[src/rtl/operand_reg_bank.sv]
// Bank of NUM_REGS operand registers loaded from the switch input, in sequential or direct mode.
// Tracks which registers were loaded this round so the ALU control can wait for all operands.
module operand_reg_bank #(
   parameter int unsigned DATA_W   = 8,
   parameter int unsigned NUM_REGS = 2,
   parameter int unsigned SEL_W    = $clog2(NUM_REGS)
) (
   input  logic                       clk,
   input  logic                       rst,
   input  logic                       load_pulse,
   input  logic                       load_mode,
   input  logic [SEL_W-1:0]           load_sel,
   input  logic                       clear,
   input  logic [DATA_W-1:0]          sw_input,
   output logic [NUM_REGS*DATA_W-1:0] regs_flat,
   output logic [SEL_W-1:0]           wr_ptr,
   output logic [NUM_REGS-1:0]        loaded_mask,
   output logic                       all_valid,
   output logic                       load_ack
);

   typedef enum logic [1:0] {
      StIdle,
      StCollect,
      StFull
   } state_e;

   localparam logic [SEL_W-1:0]    LastIdx = SEL_W'(NUM_REGS - 1);
   localparam logic [NUM_REGS-1:0] OneBit  = NUM_REGS'(1);

   state_e              state_q, state_d;
   logic [DATA_W-1:0]   regs_q [NUM_REGS];
   logic [SEL_W-1:0]    ptr_q, ptr_d, ptr_inc;
   logic [NUM_REGS-1:0] mask_q, mask_d;
   logic [NUM_REGS-1:0] ptr_bit, sel_bit;
   logic                ack_q, ack_d;
   logic                we;
   logic [SEL_W-1:0]    widx;
   logic                sel_ok;

   // Indices at or above NUM_REGS exist only when NUM_REGS is not a power of two.
   assign sel_ok  = (32'(load_sel) < NUM_REGS);
   assign ptr_inc = (ptr_q == LastIdx) ? '0 : ptr_q + SEL_W'(1);
   assign ptr_bit = OneBit << ptr_q;
   assign sel_bit = OneBit << load_sel;

   always_comb begin
      state_d = state_q;
      mask_d  = mask_q;
      ptr_d   = ptr_q;
      we      = 1'b0;
      widx    = ptr_q;
      ack_d   = 1'b0;
      if (clear) begin
         state_d = StIdle;
         mask_d  = '0;
         ptr_d   = '0;
      end else if (load_pulse && !load_mode) begin
         we    = 1'b1;
         ack_d = 1'b1;
         ptr_d = ptr_inc;
         if (state_q == StFull) begin
            // A sequential write into a full bank opens a new round.
            mask_d  = ptr_bit;
            state_d = StCollect;
         end else begin
            mask_d  = mask_q | ptr_bit;
            state_d = (&mask_d) ? StFull : StCollect;
         end
      end else if (load_pulse && sel_ok) begin
         we     = 1'b1;
         widx   = load_sel;
         ack_d  = 1'b1;
         mask_d = mask_q | sel_bit;
         if (state_q != StFull) begin
            state_d = (&mask_d) ? StFull : StCollect;
         end
      end
   end

   always_ff @(posedge clk or posedge rst) begin
      if (rst) begin
         state_q <= StIdle;
         mask_q  <= '0;
         ptr_q   <= '0;
         ack_q   <= 1'b0;
         for (int unsigned i = 0; i < NUM_REGS; i++) begin
            regs_q[i] <= '0;
         end
      end else begin
         state_q <= state_d;
         mask_q  <= mask_d;
         ptr_q   <= ptr_d;
         ack_q   <= ack_d;
         for (int unsigned i = 0; i < NUM_REGS; i++) begin
            if (clear) begin
               regs_q[i] <= '0;
            end else if (we && (widx == SEL_W'(i))) begin
               regs_q[i] <= sw_input;
            end
         end
      end
   end

   for (genvar g = 0; g < NUM_REGS; g++) begin : g_flat
      assign regs_flat[g*DATA_W +: DATA_W] = regs_q[g];
   end

   assign wr_ptr      = ptr_q;
   assign loaded_mask = mask_q;
   assign all_valid   = (state_q == StFull);
   assign load_ack    = ack_q;

endmodule

[config.mk]
export PLATFORM = sky130hd
export DESIGN_NAME = operand_reg_bank
export DESIGN_NICKNAME = d
export VERILOG_FILES = /design/src/rtl/operand_reg_bank.sv
export SDC_FILE = /design/constraint.sdc
export NUM_CORES = 1
export LEC_CHECK = 0
export BUFFER_PORTS_ARGS = -buffer_cell sky130_fd_sc_hd__buf_2
export CAP_MARGIN = 20
export CORE_MARGIN = 1.5
export CORE_UTILIZATION = 45
export DETAILED_ROUTE_END_ITERATION = 6
export GPL_TIMING_DRIVEN = 0
export HOLD_SLACK_MARGIN = 0.05
export PLACE_DENSITY = 0.72
export SLEW_MARGIN = 5
export SYNTH_ARGS = -nofsm -noshare
export SYNTH_HDL_FRONTEND = slang
export SYNTH_SLANG_ARGS = --single-unit
[constraint.sdc]
create_clock -name clk -period 1.2 [get_ports clk]
set_input_delay 0.36 -clock clk [delete_from_list [all_inputs] [get_ports clk]]
set_output_delay 0.36 -clock clk [all_outputs]
set_load 0.005 [all_outputs]
# After elaboration in Yosys (flattened, before gate mapping)
# Cells that the tools add are included.
# W data, S select, Z words.
[totals]
regBits = 22
inputBits = 14
wordCells = 50
[op_classes]
n_addsub = 1
eq_ne = 2
n_shift = 2
mux = 24
bitwise = 3
reduce_logical = 12
[ops]
columns = ["op", "count"]
rows = [
  ["$mux W8", 4],
  ["$mux W2", 11],
  ["$mux W1", 9],
  ["$reduce_and A2 Y1", 3],
  ["$reduce_bool A2 Y1", 3],
  ["$reduce_bool A3 Y1", 2],
  ["$or A2 B2 Y2", 2],
  ["$shl A1 B1 Y2 const A", 2],
  ["$logic_and A1 B1 Y1", 3],
  ["$eq A2 B2 Y1 const B", 1],
  ["$ne A2 B2 Y1 const B", 1],
  ["$add A1 B1 Y1 const B", 1],
  ["$logic_not A1 Y1", 1],
  ["$not A1 Y1", 1],
]

# Longest topological paths before layout
# Gate-level depths: netlist of run 1.
[depth]
word_depth = 8
depth_mapped = 6

# Worst setup path before layout of run 1
# Ideal clock, no wire load.
[synth_path]
path_type = "input-to-reg"
start = "in load_mode"
end = "reg regs_q (netlist bit regs_flat[0])"
t_arrival_ns = 1.108
required_ns = 1.126
setup_slack_ns = 0.018
path_stages = 6
n_path_buf = 2
cell_sequence = "buf_6 -> nor2b_4 -> o211ai_4 -> buf_6 -> nand3_2 -> o21ai_2"
[synth_between]
elab_chain_len = 7
[synth_lines]
columns = ["item", "line", "rtl"]
rows = [
  ["start: declaration", "11", "input logic load_mode,"],
  ["$logic_not A1 Y1 (*)", "58", "end else if (load_pulse && !load_mode) begin"],
  ["$logic_and A1 B1 Y1 (*)", "58", ""],
  ["$mux W1", "58", ""],
  ["$mux W1", "54", "if (clear) begin"],
  ["$not A1 Y1", "98", "end else if (we && (widx == SEL_W'(i))) begin"],
  ["$logic_and A1 B1 Y1 (*)", "98", ""],
  ["$reduce_bool A2 Y1 (no line) (*)", "--", ""],
  ["end signal: indexed assignment", "99", "regs_q[i] <= sw_input;"],
  ["end: declaration", "32", "logic [DATA_W-1:0] regs_q [NUM_REGS];"],
]
# Every way passes the cells marked *; elsewhere a longest branch is shown, timed or not.
# A chain may end at the register's enable or synchronous reset.

# Final worst setup path of run 1
[layout_path]
start = "reg state_q[0]"
end = "out all_valid"
[layout_between]
elab_chain_len = 1
[layout_lines]
columns = ["item", "line", "rtl"]
rows = [
  ["start: declaration", "31", "state_e state_q, state_d;"],
  ["start signal: assignment", "83", "state_q <= StIdle;"],
  ["start signal: assignment", "91", "state_q <= state_d;"],
  ["$eq A2 B2 Y1", "111", "assign all_valid = (state_q == StFull);"],
  ["end: declaration", "18", "output logic all_valid,"],
]
# No other way between the ends.

==> results of run 1 <==
## worst max-delay path by stage
stage                   end
4_1_cts           all_valid
5_1_grt           all_valid
3_5_place_dp   regs_flat[0]
6_report          all_valid
3_3_place_gp   regs_flat[1]
2_1_floorplan  regs_flat[0]
## stage by stage
| stage | hold slack, ps | std cells | utilization (%) | cell area, um^2 |
|---|---|---|---|---|
| floorplan | 349 | 99 | - | 1100 |
| finish | 178 | 185 | 69.5 | 1570 |
| detailed placement | 492 | 159 | 57.3 | 1290 |
| global route | 243 | 185 | 69.5 | 1570 |
| global placement | 483 | 159 | 57.3 | 1290 |
| CTS | 204 | 177 | 63.9 | 1440 |
## worst max-delay path, stage by stage (launching register included)
cell and delay (ps):
dfrtp_1 430, nor2b_4 130, buf_2 120
## registers in the layout (all words and copies together), names as in the netlist
name,count
regs_flat,16
loaded_mask,2
state_q,2
load_ack,1
wr_ptr,1
## report_power, final
group | switching [W] | leakage [nW] | total (W) | internal (W)
sequential | 0.0000295 | 0.295 | 0.000817 | 0.000787
combinational | 0.000199 | 0.482 | 0.000417 | 0.000218
clock | 0.000237 | 0.0210 | 0.000423 | 0.000186
total | 0.000466 | 0.798 | 0.00166 | 0.00119
## final cells by class
class | instances | area (um^2)
clock buffers | 4 | 36.3
multi-input cells | 66 | 527
fillers | 163 | 688
well taps | 28 | 35.0
plain buffers | 6 | 61.3
flip-flops and latches | 22 | 552
repair buffers | 54 | 337
inverters | 5 | 18.8
## repair_timing
action | in CTS | in global routing
hold buffers | 0 | 0
hold endpoints to repair | 0 | 0
pin swaps | 1 | 6
resized for setup | 2 | 13
gates cloned | 0 | 0
setup buffers | 14 | 8
setup endpoints to repair | 32 | 34
## metal layers
metal / share of wire [%] / wire length (um) / vias up / track usage, %
met1: 43 / 1180 / 457 / 25.4
met4: 2.7 / 75 / 0 / 10.3
met3: 4.5 / 123 / 7 / 2.86
li1: - / - / 461 / -
met5: 0 / 0 / - / 0
met2: 50 / 1370 / 34 / 32.9
## placed cells by master, fill, tap and decap left out, types with 2 or more instances in the layout
cell type	count
nand3_2	2
inv_1	2
buf_4	19
nand2_1	18
o21ai_2	3
mux2i_4	2
buf_6	8
o21ai_1	7
dfrtp_1	21
mux2i_1	8
nor2b_4	2
inv_2	3
buf_2	33
clkbuf_4	3
nand3_1	6
a22o_1	2
o21ai_0	2
## kinds of logic after synthesis
logic type                count (synthesis)
xor gates and xnor gates                  1
buffers and inverters                    11
muxes                                    11
and+or+nand+nor                          33
DFF                                      22
AOI/OAI and AO/OA                        21
==> results by group, run 1 <==
Logic synthesis
  – Compound-Gate Fraction of Synth Area: 14.6%
  – Mux cell area share after synthesis: 10.0%
  – Seq cells post-synth: 22
  – Yosys top cell area share: 50.2%
  – Yosys warns: 0
  – Synth top cells by count: dfrtp_1, nand2_1, mux2i_1
  – Syn nets: 113
  – Sequential cell area fraction in the yosys report: 50.2%
  – Mean Syn Cell Area: 11.1 um^2
  – Synth top area cells: dfrtp_1, mux2i_1, nand2_1, buf_6, o21ai_1
  – Cells after synthesis: 99
  – Yosys top cell by area: dfrtp_1
  – Post-synthesis adder-cell area fraction: 0%
  – XOR/XNOR share of the synthesized area: 0.798%
  – Count leader, synth: dfrtp_1
  – Yosys cell types: 28
  – Main combinational cell family by area after synthesis: simple AND/OR/NAND/NOR gates
  – Simple-Gate Fraction of Synth Area: 17.1%
  – Commonest register cell after synthesis: dfrtp_1
  – EDFF count, synth: 0
  – Ys async rst share: 100%
  – Mapped cell area: 0.00110 mm^2

Drt
  – Final wirelength: 2750 um
  – Vias: 959
  – Detail Route Antenna Nets: 0
  – Drt first-iter violations: 12
  – DRC viols: 0
  – Routed WL per cell: 14.9 um
  – Total iterations of the first detailed-routing run: 4
  – Vias per cell: 5.18

Timing
  – Post-route setup TNS: -557 ps
  – Final Hold Vio Count: 0
  – Worst-margin pin slew: 840 ps
  – Final setup fails: 17
  – Setup Skew: 9.91 ps
  – Max transition margin: 44.0%
  – Setup ws final: -153 ps
  – Slew Viols, Final: 0
  – Final min period: 1350 ps
  – RSZ-0062 raised after global routing: yes
  – Final period util: 113%
  – Max Clk Rate: 739 MHz

Global route
  – Gr usage total: 20.0%
  – Global route overflow: 0
  – Initial antenna violation count: 0
  – Largest net degree at the start of global routing: 23
  – First-pass GRT wire length: 4020 um
  – Vias in the first global route: 943

Critical path
  – Data arrival, critical path: 990 ps
  – Worst r2r dst: state_q[0]
  – R2r setup slk: -120 ps
  – Reg2Reg Depth: 6
  – Startpoint types: flip-flop
  – CP Max Fanout: 2
  – Worst r2r src: state_q[1]
  – Critical Path Source: state_q[0]
  – Critical Path RT: 840 ps
  – CP Capture Type: output port
  – Worst setup path category: reg -> out

Clock tree
  – CTS H-Tree Depth: 1
  – CTS sink count: 22
  – TritonCTS clock tree: yes
  – Clock Latency Late Sink: 320 ps
  – Clock Root Buffer: clkbuf_4
  – CTS clk-pin slew, worst paths: 130 ps
  – Clock Path Buffers: 2
  – TritonCTS Buffers: 3

Run status
  – Violated checks: setup timing
  – Status: finished with violations

Place
  – GPL Wtd Cong: 0.828
  – Setup slack at placement: -93.8 ps
  – DP HPWL: 1610 um
  – Port Buffers: 32

Floorplan
  – Die ar.: 0.00274 mm^2
  – Cell Rows: 17
  – Core ar.: 0.00225 mm^2
  – I/O pins: 35
  – DIE HEIGHT: 52.4 um
  – Starting Density: 48.7%
  – Die Wd: 52.4 um

Job
  – Maxcap violations: 0

Power
  – Total Power: 0.00166 W
  – Pleak: 0.798 nW
  – Pwr/cell area: 1060 mW/mm^2
  – Worst VDD drop: 0.000709 V

Worst hold path
  – HP Class: in -> async

Layout
  – N_diodes: 0
  – Final nets: 172
  – Area Growth Syn to Fin: 42.8%
  – Layout cells sized above 1: 54.1%
(Power assumes the default switching activity.)
==> run 2, diff against run 1 <==
- CORE_ASPECT_RATIO: not set -> 1.2
==> results by group, run 2 (synthesized netlist as in run 1, its figures left out) <==
Critical path
  – Critical path depth: 2
  – Family with the most delay on the worst path: flip-flops
  – CP Max Fanout: 2
  – Startpoint types: flip-flop
  – Reg2Reg Depth: 4
  – CP Capture Type: output port
  – Data arrival, critical path: 980 ps
  – Cell with the largest stage delay on the worst path: dfrtp_1
  – Critical Path Source: state_q[1]
  – R2r setup slk: -40 ps
  – CP Capture Point: all_valid
  – Crit path buf inv count: 1
  – Worst setup path category: reg -> out
  – Crit path largest cell delay: 420 ps
  – Critical Path RT: 840 ps
  – Worst r2r dst: state_q[1]
  – Worst r2r src: loaded_mask[1]
  – Crit-path cells: nor2b_4, buf_2

Place
  – GPL Wtd Cong: 0.806
  – Area of placed instances: 0.00130 mm^2
  – DP HPWL: 1570 um
  – Placed Cells incl. Taps: 162
  – Port Buffers: 32

Layout
  – Commonest non-fill, non-tap cell in the layout: buf_2
  – Area Growth Syn to Fin: 44.7%
  – Max reg flops: 16
  – Layout cells sized above 1: 54.9%
  – Final nets: 168
  – Fin util: 68.9%
  – Most frequent cells in the layout: buf_2, dfrtp_1, nand2_1
  – Finished Layout Cells: 184
  – N_diodes: 0
  – Post-route design area: 0.00159 mm^2

Clock tree
  – Clock Latency Late Sink: 320 ps
  – CTS clk-pin slew, worst paths: 130 ps
  – TritonCTS Buffers: 3
  – Clock Root Buffer: clkbuf_4
  – Clock Path Buffers: 2
  – CTS H-Tree Depth: 1
  – CTS Hold Bufs: 0
  – CTS sink count: 22
  – TritonCTS clock tree: yes

Floorplan
  – Die Wd: 48.1 um
  – Cell Rows: 19
  – Starting Density: 47.6%
  – Core ar.: 0.00231 mm^2
  – DIE HEIGHT: 57.1 um
  – Die ar.: 0.00275 mm^2
  – I/O pins: 35

Drt
  – Detail Route Antenna Nets: 0
  – Routed WL per cell: 13.7 um
  – Total iterations of the first detailed-routing run: 4
  – Vias: 917
  – Drt first-iter violations: 21
  – Vias per cell: 4.98
  – Final wirelength: 2520 um
  – DRC viols: 0

Power
  – Switching fraction of total power: 25.7%
  – Pwr/cell area: 1130 mW/mm^2
  – Clock Power Share: 31.9%
  – Logic gate share of total power: 22.7%
  – Worst VDD drop: 0.000909 V
  – Sequential power share: 45.4%
  – Pleak: 0.794 nW
  – Power Internal: 0.00134 W
  – Net Sw Power: 0.000462 W

Run status
  – Violated checks: setup timing
  – Status: finished with violations

Timing
  – Max Clk Rate: 746 MHz
  – Setup ws final: -140 ps
  – Final Hold Vio Count: 0
  – Final setup fails: 18
  – Worst-margin pin slew: 818 ps
  – Slew Viols, Final: 0
  – Max transition margin: 45.4%
  – Setup Skew: 11.7 ps
  – Final period util: 112%
  – RSZ-0062 raised after global routing: yes
  – Final min period: 1340 ps

Global route
  – Initial antenna violation count: 0
  – Gr usage total: 19.2%
  – Vias in the first global route: 911
  – First-pass GRT wire length: 3790 um
  – Global route overflow: 0
  – Largest net degree at the start of global routing: 23

Job
  – Maxcap violations: 0

Worst hold path
  – HP Class: in -> async
[run 2: power by group through the flow]
stage          combinational (W)  sequential (W)  clock [W]
6_report                0.000409        0.000817   0.000574
5_1_grt                 0.000444        0.000823   0.000622
4_1_cts                 0.000344        0.000814   0.000589
3_5_place_dp            0.000277        0.000834          0
3_3_place_gp            0.000272        0.000832          0
2_1_floorplan           0.000175        0.000835          0
[run 2: routing by layer]
| metal | GRT usage [%] | vias up | part of all wire (%) |
|---|---|---|---|
| met5 | 0 | - | 0 |
| met3 | 2.85 | 8 | 3.7 |
| li1 | - | 450 | - |
| met2 | 30.7 | 28 | 49 |
| met1 | 24.0 | 431 | 44 |
| met4 | 10.0 | 0 | 2.9 |
[run 2: through the flow]
step / setup WS, ps / hold WS (ps) / TNS [ps] / total power, W
global placement: -53.4 / 483 / -545 / 0.00110
finish: -140 / 170 / -380 / 0.00180
global route: -192 / 243 / -2140 / 0.00189
detailed placement: -69.3 / 489 / -878 / 0.00111
CTS: -149 / 202 / -417 / 0.00175
floorplan: 17.7 / 349 / 0 / 0.00101
[run 2: layout make-up]
type	instances	area, um^2
buffer	6	61.3
clock buffer	3	22.5
clock inverter	1	30.0
fill	176	718
inverter	5	23.8
multi-input combinational	66	538
sequential	22	552
tap	31	38.8
timing repair buffer	50	322
[run 2: worst min path at each step]
| stage | cells past startpoint | from | endpoint | slack (ps) |
|---|---|---|---|---|
| after global placement | 2 | regs_flat[1] | regs_flat[1] | 480 |
| after floorplan | 1 | rst | load_ack | 350 |
| after global routing | 2 | rst | regs_flat[12] | 240 |
| final | 2 | rst | regs_flat[14] | 170 |
| after detailed placement | 2 | regs_flat[1] | regs_flat[1] | 490 |
| after CTS | 2 | rst | regs_flat[14] | 200 |
[run 2: what timing repair did]
action | 4_1_cts | 5_1_grt
setup endpoints to repair | 36 | 36
pin swaps | 2 | 8
gates resized for setup | 3 | 17
gates cloned | 1 | 0
endpoints found under the hold margin | 0 | 0
setup buffers | 14 | 3
==> run 3, diff against run 2 <==
- CELL_PAD_IN_SITES_DETAIL_PLACEMENT: not set -> 0
- CELL_PAD_IN_SITES_GLOBAL_PLACEMENT: not set -> 1
- CORE_UTILIZATION: 45 -> 37
- PLACE_DENSITY: 0.72 -> 0.84
==> results by group, run 3 (synthesized netlist as in run 1, its figures left out) <==
Clock tree
  – Clock Path Buffers: 2
  – CTS H-Tree Depth: 1
  – Clock Latency Late Sink: 300 ps
  – TritonCTS clock tree: yes
  – CTS sink count: 22
  – TritonCTS Buffers: 3
  – CTS clk-pin slew, worst paths: 120 ps
  – Clock Root Buffer: clkbuf_4

Drt
  – Vias per cell: 4.93
  – Final wirelength: 2720 um
  – Routed WL per cell: 14.3 um
  – DRC viols: 0
  – Vias: 937
  – Detail Route Antenna Nets: 0
  – Total iterations of the first detailed-routing run: 3
  – Drt first-iter violations: 14

Timing
  – Setup ws final: -131 ps
  – Final Hold Vio Count: 0
  – Max transition margin: 44.2%
  – Worst-margin pin slew: 836 ps
  – Setup Skew: 0.857 ps
  – Final setup fails: 6
  – RSZ-0062 raised after global routing: yes
  – Slew Viols, Final: 0
  – Final min period: 1330 ps
  – Max Clk Rate: 751 MHz
  – Final period util: 111%

Critical path
  – Data arrival, critical path: 970 ps
  – Worst setup path category: reg -> out
  – Critical Path RT: 840 ps
  – CP Max Fanout: 2
  – Startpoint types: flip-flop
  – CP Capture Type: output port

Global route
  – Vias in the first global route: 912
  – Initial antenna violation count: 0
  – Global route overflow: 0
  – First-pass GRT wire length: 4050 um
  – Gr usage total: 16.3%
  – Largest net degree at the start of global routing: 23

Layout
  – Layout cells sized above 1: 55.8%
  – Most frequent cells in the layout: buf_2, dfrtp_1, buf_4
  – Commonest non-fill, non-tap cell in the layout: buf_2
  – Fin util: 56.1%
  – Final nets: 172
  – Max reg flops: 16
  – Area Growth Syn to Fin: 43.7%
  – N_diodes: 0
  – Finished Layout Cells: 190
  – Layout fillers: 265

Floorplan
  – Cell Rows: 21
  – I/O pins: 35
  – DIE HEIGHT: 62.7 um
  – Core ar.: 0.00281 mm^2
  – Starting Density: 39.0%
  – Die Wd: 52.7 um
  – Die ar.: 0.00330 mm^2

Job
  – Maxcap violations: 0

Place
  – DP HPWL: 1760 um
  – GPL Wtd Cong: 0.734
  – Placed Cells incl. Taps: 165
  – Port Buffers: 32

Power
  – Worst VDD drop: 0.000675 V
  – Pleak: 0.797 nW
  – Pwr/cell area: 996 mW/mm^2

Worst hold path
  – HP Class: in -> async

Run status
  – Status: finished with violations
  – Violated checks: setup timing
[run 3: changes by cell type in the layout (fill, tap and decap cells not counted), sizes merged]
cell,before,now
bufinv,1,0
buf,56,60
[run 3: timing repair]
| item | in CTS | in global routing |
|---|---|---|
| endpoints found under the setup margin | 25 | 39 |
| gates resized for setup | 4 | 13 |
| setup buffers | 9 | 13 |
| hold buffers | 0 | 0 |
| pin swaps | 3 | 5 |
| gates cloned | 0 | 1 |
[run 3: cell type report]
type | instances | area [um^2] | share of cell area (%)
flip-flops and latches | 22 | 552 | 35.0
plain buffers | 6 | 61.3 | 3.89
multi-input cells | 66 | 532 | 33.7
clock buffers | 3 | 22.5 | 1.43
well taps | 34 | 42.5 | 2.70
repair buffers | 54 | 348 | 22.1
inverters | 5 | 18.8 | 1.19
[run 3: worst max-delay path, cell delays in order, from the launching register on]
cell and delay [ps]:
dfrtp_1 430, nor2b_4 130, buf_2 120
[run 3: report_power, final]
group	internal, W	switching, W
combinational	0.000220	0.000198
clock	0.000117	0.000216
sequential	0.000787	0.0000315
total	0.00112	0.000445
[run 3: per-stage QoR]
step | setup slack (ps) | instance area, um^2 | TNS, ps | power [W] | hold slack [ps]
after CTS | -138 | 1410 | -233 | 0.00149 | 243
after global routing | -190 | 1580 | -925 | 0.00166 | 245
after floorplan | 17.7 | 1100 | 0 | 0.00101 | 349
final | -131 | 1580 | -272 | 0.00157 | 205
after detailed placement | -92.0 | 1300 | -1050 | 0.00112 | 506
after global placement | -63.2 | 1300 | -663 | 0.00111 | 483
[run 3: metal layers]
metal	track usage [%]	wire (um)
met1	20.2	1130
met2	28.1	1460
met3	2.39	114
met4	5.45	10
met5	0	0
[run 3: worst paths after layout]
path	start	endpoint	slack [ps]	cells after the start
hold reg to reg	regs_flat[14]	regs_flat[14]	540	2
min in group clk	clear	wr_ptr	260	2
hold / removal	rst	load_ack	200	2
setup / recovery	state_q[0]	all_valid	-130	2
max in group asynchronous	rst	wr_ptr	430	2
setup reg to reg	wr_ptr	state_q[1]	-50	4
